==> src/rtl/fft_ctrl_pkg.sv <==
// Shared types and constants for the FFT stream controller.
// The config word encodes direction in bit 0 (1 = forward).
package fft_ctrl_pkg;

    typedef enum logic [1:0] {IDLE, CFG, SEND, WAIT} state_t;

    localparam logic [7:0] CFG_FWD = 8'h01;
    localparam logic [7:0] CFG_INV = 8'h00;

    function automatic logic [7:0] cfg_word(input logic inv);
        return inv ? CFG_INV : CFG_FWD;
    endfunction

    // Counter width that stays legal when v is 0..2.
    function automatic int clog2_min1(input int v);
        return (v <= 2) ? 1 : $clog2(v);
    endfunction

endpackage

==> src/rtl/fft_axis_frame_tx.sv <==
// Frame latch plus AXI-Stream sender: replays the latched samples 0..N-1
// as {imag, real} beats, tlast on the final sample.
module fft_axis_frame_tx #(
    parameter int FFT_POINTS = 16,
    parameter int DATA_WIDTH = 24
) (
    input  logic                                  clk,
    input  logic                                  reset,
    input  logic                                  i_load,
    input  logic [FFT_POINTS-1:0][DATA_WIDTH-1:0] i_re,
    input  logic [FFT_POINTS-1:0][DATA_WIDTH-1:0] i_im,
    input  logic                                  i_go,
    input  logic                                  i_abort,
    input  logic                                  i_tready,
    output logic [2*DATA_WIDTH-1:0]               o_tdata,
    output logic                                  o_tvalid,
    output logic                                  o_tlast,
    output logic                                  o_last_xfer
);

    localparam int IW = $clog2(FFT_POINTS);

    logic [FFT_POINTS-1:0][DATA_WIDTH-1:0] r_re, r_im;
    logic [IW-1:0]                         r_idx;
    logic                                  r_vld;
    logic                                  w_last;

    assign w_last = (r_idx == IW'(FFT_POINTS - 1));

    always_ff @(posedge clk or posedge reset) begin
        if (reset) begin
            r_re  <= '0;
            r_im  <= '0;
            r_idx <= '0;
            r_vld <= 1'b0;
        end else begin
            if (i_load) begin
                r_re <= i_re;
                r_im <= i_im;
            end
            // Abort wins: an early frame end on the receive side stops sending at once.
            if (i_abort) begin
                r_vld <= 1'b0;
            end else if (i_go) begin
                r_vld <= 1'b1;
                r_idx <= '0;
            end else if (r_vld && i_tready) begin
                if (w_last) r_vld <= 1'b0;
                else        r_idx <= r_idx + 1'b1;
            end
        end
    end

    assign o_tdata     = {r_im[r_idx], r_re[r_idx]};
    assign o_tvalid    = r_vld;
    assign o_tlast     = r_vld && w_last;
    assign o_last_xfer = r_vld && i_tready && w_last;

endmodule

==> src/rtl/fft_stream_controller.sv <==
// Frame controller for an external AXI-Stream FFT core: config beat, sample
// stream out, result capture with tlast checking and an idle watchdog.
module fft_stream_controller
    import fft_ctrl_pkg::*;
#(
    parameter int FFT_POINTS     = 16,
    parameter int DATA_WIDTH     = 24,
    parameter int OUT_WIDTH      = 32,
    parameter int TIMEOUT_CYCLES = 4096
) (
    input  logic                                  clk,
    input  logic                                  reset,
    input  logic                                  start,
    input  logic                                  inverse,
    input  logic [FFT_POINTS-1:0][DATA_WIDTH-1:0] in_re,
    input  logic [FFT_POINTS-1:0][DATA_WIDTH-1:0] in_im,
    output logic [FFT_POINTS-1:0][OUT_WIDTH-1:0]  out_re,
    output logic [FFT_POINTS-1:0][OUT_WIDTH-1:0]  out_im,
    output logic                                  out_valid,
    output logic                                  done,
    output logic                                  busy,
    output logic                                  start_dropped,
    output logic                                  err_tlast,
    output logic                                  err_timeout,
    output logic [7:0]                            cfg_tdata,
    output logic                                  cfg_tvalid,
    input  logic                                  cfg_tready,
    output logic [2*DATA_WIDTH-1:0]               s_tdata,
    output logic                                  s_tvalid,
    input  logic                                  s_tready,
    output logic                                  s_tlast,
    input  logic [2*OUT_WIDTH-1:0]                m_tdata,
    input  logic                                  m_tvalid,
    output logic                                  m_tready,
    input  logic                                  m_tlast
);

    localparam int IW  = $clog2(FFT_POINTS);
    localparam int RXW = IW + 1;
    localparam int WDW = clog2_min1(TIMEOUT_CYCLES + 1);

    state_t         r_state;
    logic [RXW-1:0] r_rx;
    logic [WDW-1:0] r_wdog;
    logic           r_mrdy;

    logic w_start_ok, w_cfg_xfer, w_s_xfer, w_m_xfer, w_any_xfer;
    logic w_rx_last, w_frame_end, w_tlast_bad, w_timeout;
    logic w_go, w_abort, w_s_last;

    assign w_start_ok  = start && (r_state == IDLE);
    assign w_cfg_xfer  = cfg_tvalid && cfg_tready;
    assign w_s_xfer    = s_tvalid && s_tready;
    assign w_m_xfer    = m_tvalid && r_mrdy;
    assign w_any_xfer  = w_cfg_xfer || w_s_xfer || w_m_xfer;
    assign w_rx_last   = (r_rx == RXW'(FFT_POINTS - 1));
    // The frame ends on the first beat that either carries tlast or should have.
    assign w_frame_end = w_m_xfer && (m_tlast || w_rx_last);
    assign w_tlast_bad = w_m_xfer && (m_tlast != w_rx_last);
    assign w_timeout   = (TIMEOUT_CYCLES > 0) && (r_state != IDLE) && !w_any_xfer &&
                         (r_wdog == WDW'(TIMEOUT_CYCLES - 1));
    assign w_go        = (r_state == CFG) && w_cfg_xfer;
    assign w_abort     = w_frame_end || w_timeout;

    assign busy     = (r_state != IDLE);
    assign m_tready = r_mrdy;

    fft_axis_frame_tx #(
        .FFT_POINTS (FFT_POINTS),
        .DATA_WIDTH (DATA_WIDTH)
    ) u_tx (
        .clk         (clk),
        .reset       (reset),
        .i_load      (w_start_ok),
        .i_re        (in_re),
        .i_im        (in_im),
        .i_go        (w_go),
        .i_abort     (w_abort),
        .i_tready    (s_tready),
        .o_tdata     (s_tdata),
        .o_tvalid    (s_tvalid),
        .o_tlast     (s_tlast),
        .o_last_xfer (w_s_last)
    );

    always_ff @(posedge clk or posedge reset) begin
        if (reset) begin
            r_state       <= IDLE;
            r_rx          <= '0;
            r_wdog        <= '0;
            r_mrdy        <= 1'b0;
            out_re        <= '0;
            out_im        <= '0;
            out_valid     <= 1'b0;
            done          <= 1'b0;
            start_dropped <= 1'b0;
            err_tlast     <= 1'b0;
            err_timeout   <= 1'b0;
            cfg_tdata     <= '0;
            cfg_tvalid    <= 1'b0;
        end else begin
            done          <= 1'b0;
            start_dropped <= start && (r_state != IDLE);

            // Every state change coincides with a transfer or passes through IDLE.
            if (r_state == IDLE || w_any_xfer) r_wdog <= '0;
            else                               r_wdog <= r_wdog + 1'b1;

            if (w_m_xfer) begin
                out_re[r_rx[IW-1:0]] <= m_tdata[OUT_WIDTH-1:0];
                out_im[r_rx[IW-1:0]] <= m_tdata[2*OUT_WIDTH-1:OUT_WIDTH];
                r_rx                 <= r_rx + 1'b1;
            end

            case (r_state)
                IDLE: if (w_start_ok) begin
                    r_state     <= CFG;
                    cfg_tvalid  <= 1'b1;
                    cfg_tdata   <= cfg_word(inverse);
                    out_valid   <= 1'b0;
                    err_tlast   <= 1'b0;
                    err_timeout <= 1'b0;
                    r_rx        <= '0;
                end
                CFG: if (w_cfg_xfer) begin
                    cfg_tvalid <= 1'b0;
                    r_mrdy     <= 1'b1;
                    r_state    <= SEND;
                end
                SEND: if (w_s_last) r_state <= WAIT;
                default: ;
            endcase

            if (w_frame_end) begin
                r_mrdy    <= 1'b0;
                done      <= 1'b1;
                out_valid <= !w_tlast_bad;
                err_tlast <= w_tlast_bad;
                r_state   <= IDLE;
            end else if (w_timeout) begin
                r_mrdy      <= 1'b0;
                cfg_tvalid  <= 1'b0;
                done        <= 1'b1;
                err_timeout <= 1'b1;
                r_state     <= IDLE;
            end
        end
    end

endmodule

==> config.mk <==
export PLATFORM = sky130hd
export DESIGN_NAME = fft_stream_controller
export DESIGN_NICKNAME = d
export VERILOG_FILES = /design/src/rtl/fft_ctrl_pkg.sv /design/src/rtl/fft_axis_frame_tx.sv /design/src/rtl/fft_stream_controller.sv
export SDC_FILE = /design/constraint.sdc
export NUM_CORES = 2
export LEC_CHECK = 0
export BUFFER_PORTS_ARGS = -buffer_cell sky130_fd_sc_hd__buf_2
export CAP_MARGIN = 20
export CORE_AREA = 2 2 743 745
export DETAILED_ROUTE_END_ITERATION = 12
export DIE_AREA = 0 0 745 747
export HOLD_SLACK_MARGIN = 0.08
export SLEW_MARGIN = 20
export SYNTH_ARGS = -nofsm -noshare
export SYNTH_HDL_FRONTEND = slang
export SYNTH_HIERARCHICAL = 1
export SYNTH_SLANG_ARGS = --single-unit
==> constraint.sdc <==
create_clock -name clk -period 33.9 [get_ports clk]
set_clock_uncertainty 0.05 [all_clocks]
set_input_delay 1.695 -clock clk [delete_from_list [all_inputs] [get_ports clk]]
set_output_delay 1.695 -clock clk [all_outputs]
set_load 0.01 [all_outputs]
# Word level (Yosys, flattened, before mapping)
# Index checks and enable logic that the tools add are counted.
[word_totals] ff_bits=1832 latch_bits=0 mem_bits_rw=0 mem_bits_ro=0 in_bits=840 output_inout_bits=1090 wordCells=175 memories=0
[op_classes] add_sub_neg=3 n_mul=0 div_mod_pow=0 order_cmp=3 n_eq_ne=10 n_shift=0 muxes=45 bitwise_logic=1 reduce_logical=36
[ops] op="bitwise mux 512 bit" n=2
[ops] op="binary-select mux 24 bit (select 4 bit)" n=2
[ops] op="demux 32 bit (select 4 bit)" n=1
[ops] op="2-to-1 mux 24 bit" n=2
[ops] op="2-to-1 mux 32 bit" n=1
[ops] op="2-to-1 mux 1 bit" n=23
[ops] op="2-to-1 mux 5 bit" n=3
[ops] op="adder 13 x 1 -> 13 bit (second input constant)" n=1
[ops] op="== test 13 x 12 -> 1 bit (second input constant)" n=1
[ops] op="logical AND 1 bit" n=13
[ops] op="2-to-1 mux 13 bit" n=1
[ops] op="2-to-1 mux 4 bit" n=3
[ops] op="nonzero test 3 bit" n=4
[ops] op="less-than comparator 4 x 5 -> 1 bit (second input constant)" n=2
[ops] op="2-to-1 mux 2 bit" n=5
[ops] op="inequality test 4 x 3 -> 1 bit (second input constant)" n=2
[ops] op="AND reduction 2 bit" n=4
[ops] op="nonzero test 2 bit" n=4
[ops] op="case mux 2 bit (3 select lines)" n=1
[ops] op="adder 5 x 1 -> 5 bit (second input constant)" n=1
[ops] op="== test 5 x 4 -> 1 bit (second input constant)" n=1
[ops] op="logical OR 1 bit" n=5
[ops] op="nonzero test 5 bit" n=1
[ops] op="adder 4 x 1 -> 4 bit (second input constant)" n=1
[ops] op="other kinds (13)" n=14

# Longest topological paths before layout
[depth] ltp_word=9 ltp_mapped=10 depth_no_buf=10

# Cells and area by module
# The synthesis kept the hierarchy.
[modules_own_cells] mod="fft_stream_controller" instances=1 cells_per_inst=2391 area_each_um2=39511.6 seq_area_each_um2=26325.2
[modules_own_cells] mod="fft_axis_frame_tx" instances=1 cells_per_inst=2268 area_each_um2=34824.6 seq_area_each_um2=19343.6

# Worst setup path after synthesis
# No wires, ideal clock.
[synth_path] path_kind="reg-to-output" start="reg u_tx.r_idx[1]" end="out s_tdata[26]" arrival_time_ns=1.564 required_time_ns=32.155 slack_ns=30.591 path_stages_with_launch=6 n_path_buf=2 path_cell_list="dfrtp_1 > buf_6 > buf_2 > mux4_2 > a22oi_1 > nand2_1"
[synth_via] elab_chain_cells=2
[synth_lines] item="from (decl)" line="fft_axis_frame_tx.sv:24" text="logic [IW-1:0] r_idx;"
[synth_lines] item="from (signal assigned)" line="fft_axis_frame_tx.sv:49" text="else r_idx <= r_idx + 1'b1;"
[synth_lines] item="binary-select mux 24 bit (select 4 bit)" line="fft_axis_frame_tx.sv:54" text="assign o_tdata = {r_im[r_idx], r_re[r_idx]};"
[synth_lines] item="2-to-1 mux 24 bit (implied by the code)" line="fft_axis_frame_tx.sv:54"
[synth_lines] item="to (decl)" line="fft_stream_controller.sv:28" text="output logic [2*DATA_WIDTH-1:0] s_tdata,"
# Every way passes these cells. The select of a mux whose other input is x is not followed.

# Worst setup path after layout
[layout_path] start="reg u_tx.r_idx[0]" end="out s_tdata[10]"
# Same word-level chain as after synthesis.

==> impl_metrics.tcl <==
set metrics [dict create \
    rsz0062_at_grt "false" \
    grt_max_degree 171 \
    utilization 0.181 \
    drt_wl_total_um 341000 \
    path_cells "buf_12 -> buf_4 -> buf_4 -> mux2i_1 -> a22oi_1 -> nand3_1 -> nand2_1 -> buf_2" \
    slew_headroom 0.248 \
    finalSetupViolations 0 \
    die_w_um 745 \
    fin_area_um2 99400 \
    cts-resized-gates 0 \
    drtIter0Drc 3480 \
    crit_slowest_cell "buf_4" \
    combPwrFrac 0.329 \
    routabilityCongestion 0.812 \
    async_flop_share 1.00 \
    final_hold_viol_count 0 \
    period_share 0.213 \
    yosysWarningCount 6 \
    cap_violations 0 \
    cts_sinks 1825 \
    avgViaCountPerCell 3.52 \
    p_clk_frac 0.274 \
    postRouteAntennaNets 0 \
    worst_pin_slew_ns 1.13 \
    hold_buffers 0 \
    cts_buffers 206 \
    fin_crit_ns 7.21 \
    path_common_cell "buf_4" \
    final_nets 7398 \
    firstDrtPassIters 7 \
    area_growth_pct 33.7 \
    cts_tree "yes" \
    yosys.area.top_type_share 0.614 \
    mostFrequentLayoutCells "buf_2, dfrtp_1, mux2_2, clkbuf_16, mux2i_1" \
    layout_commonest_cell "buf_2" \
    path_class "register to output port" \
    clk_path_buf_depth 4 \
    crit_fanout 79 \
    synthDominantAreaCellType "dfrtp_1" \
    postLayoutSetupSlackWorst_ns 26.69 \
    io_buffers 1922 \
    layout-drive-gt1-share 0.634 \
    grt_pass1_vias 50100 \
    p_total_mw 8.50 \
    power.net_switching_mw 2.91 \
    finalSetupTns_ns 0 \
    dp_hpwl_um 264000 \
    postCtsSetupBuffers 0 \
    syn_inst 4659 \
    irDropWorstVdd_mv 0.0499 \
    status "complete, no violations" \
    rows 272 \
    drc_errors 0 \
    synth-seq-cells 1825 \
    hold_path.class "register to register" \
    synthTopCellsByArea "dfrtp_1, mux2_2, mux4_2" \
    start_util 0.136 \
    final-max-slew-violation-count 0 \
    ctsHtreeMaxLevel 4 \
    clk_pin_slew_worst_paths_ns 0.06 \
    core_area_um2 548000 \
    antenna_found_initial 203 \
    p_per_area_nw_per_um2 85.6 \
    root_buffer "clkbuf_16" \
    start_kind "register" \
    internal-power_mw 5.59 \
    vias 49400 \
    ioPinCount 1930 \
    endpoint_kind "output port" \
    grtUsageTotal 0.117 \
    post-place-ws_ns 26.51 \
    max_freq_mhz 139 \
    slowest_delay_ns 0.75 \
    p_seq_frac 0.397 \
    synth_seq_area_share 0.614 \
    cp.required_ns 32.15 \
    grt_pass1_wl_um 446000 \
    routedWlPerCell_um 24.3 \
    ys_dominant_reg_cell "dfrtp_1" \
    crit_arrival_ns 5.47 \
    avgSynthCellArea_um2 16.0 \
    synthDistinctLibCells 55 \
    grt.overflow.total 0 \
    synth_edf_count 0 \
    netlist_area_um2 74300 \
    p_leak_nw 47.5 \
    clk_latency_ns 0.94 \
    die-area_um2 557000 \
    p_sw_frac 0.342 \
    place_area_um2 92200 \
    die_h_um 747 \
]
Yosys cell counts (2+ instances only):
cell type,instances
dfrtp_1,1825
mux2_2,1777
buf_2,204
mux2i_1,187
a22oi_1,141
mux4_2,97
clkbuf_1,91
nand2_1,75
nand3_1,59
nor2_1,27
buf_6,24
inv_1,19
mux2_1,16
buf_4,13
ha_1,12
o21ai_0,7
xor2_1,7
nor2b_1,6
xnor2_1,6
a21oi_1,5
nand2b_1,4
and2_1,3
and3_1,3
nand2_2,3
nand3b_1,3
nand4_1,3
nor2_2,3
nor3_1,3
o2111ai_1,3
buf_12,2
buf_8,2
clkbuf_2,2
mux4_1,2
nor4_1,2
o211ai_1,2
or4_1,2
area by class of cell:
class,instances,area (µm²)
inverter,19,93.8
tap,7261,9080
multi-input combinational,2483,27000
timing repair buffer,2011,10400
clock buffer,289,5930
fill,59900,449000
sequential,1825,45700
clock inverter,81,1020
antenna,81,203
cell families after synthesis:
kind of cell             Yosys count  share of synthesized area
multiplexers                    2079                      0.327
flip-flops                      1825                      0.614
buffers and inverters            357                     0.0253
AND/OR/NAND/NOR                  205                     0.0133
AO/OA/AOI/OAI                    167                     0.0165
XOR/XNOR                          13                    0.00153
adder cells (fa/ha/maj)           12                    0.00202
other                              1                  0.0000504
final timing paths:
path / endpoint / from / slack, ns / depth (start not counted)
setup / recovery: s_tdata[10] / u_tx/r_idx[0] / 26.69 / 8
hold / removal: out_im[435] / out_im[435] / 0.43 / 1
setup reg to reg: u_tx/r_im[294] / r_state[1] / 27.59 / 10
hold reg to reg: out_im[435] / out_im[435] / 0.43 / 1
max in group asynchronous: u_tx/r_re[121] / reset / 28.11 / 7
min in group asynchronous: out_im[80] / reset / 0.88 / 2
flip-flops by register name (all words and copies together) (netlist names):
name	flops
cfg_tvalid	1
u_tx/o_tvalid	1
err_tlast	1
err_timeout	1
cfg_tdata	1
done	1
out_re	512
r_state	2
start_dropped	1
u_tx/r_re	384
out_im	512
out_valid	1
u_tx/r_idx	4
u_tx/r_im	384
r_wdog	13
r_rx	5
m_tready	1
worst max-delay path: cells and delay by family, from the launching register on:
family | cells | cell delay [ns]
multiplexers | 1 | 0.17
AND/OR/NAND/NOR | 2 | 0.74
buffers and inverters | 4 | 1.96
flip-flops | 1 | 0.70
AO/OA/AOI/OAI | 1 | 0.51
through the flow:
step / hold slack, ns / cells
finish: 0.435 / 14100
global route: 0.448 / 14000
CTS: 0.439 / 14000
detailed placement: 0.426 / 13600
global placement: 0.418 / 13600
floorplan: 0.419 / 4665
per-layer routing:
metal / global-route usage / share of wire / vias up
met1: 0.129 / 0.37 / 25800
met4: 0.0521 / 0.046 / 116
met2: 0.201 / 0.49 / 2140
li1: - / - / 20700
met5: 0 / 0.0022 / -
met3: 0.0404 / 0.087 / 664
power by group through the flow:
stage                     registers [mW]  clock network (mW)  logic (mW)
final                               3.37                2.33        2.80
after detailed placement            3.41                   0        2.86
after global placement              3.38                   0        2.82
after CTS                           3.37                2.42        2.87
after floorplan                     3.37                   0        1.64
after global routing                3.46                2.50        3.01
Note: power is estimated with default switching activity, not from simulation.
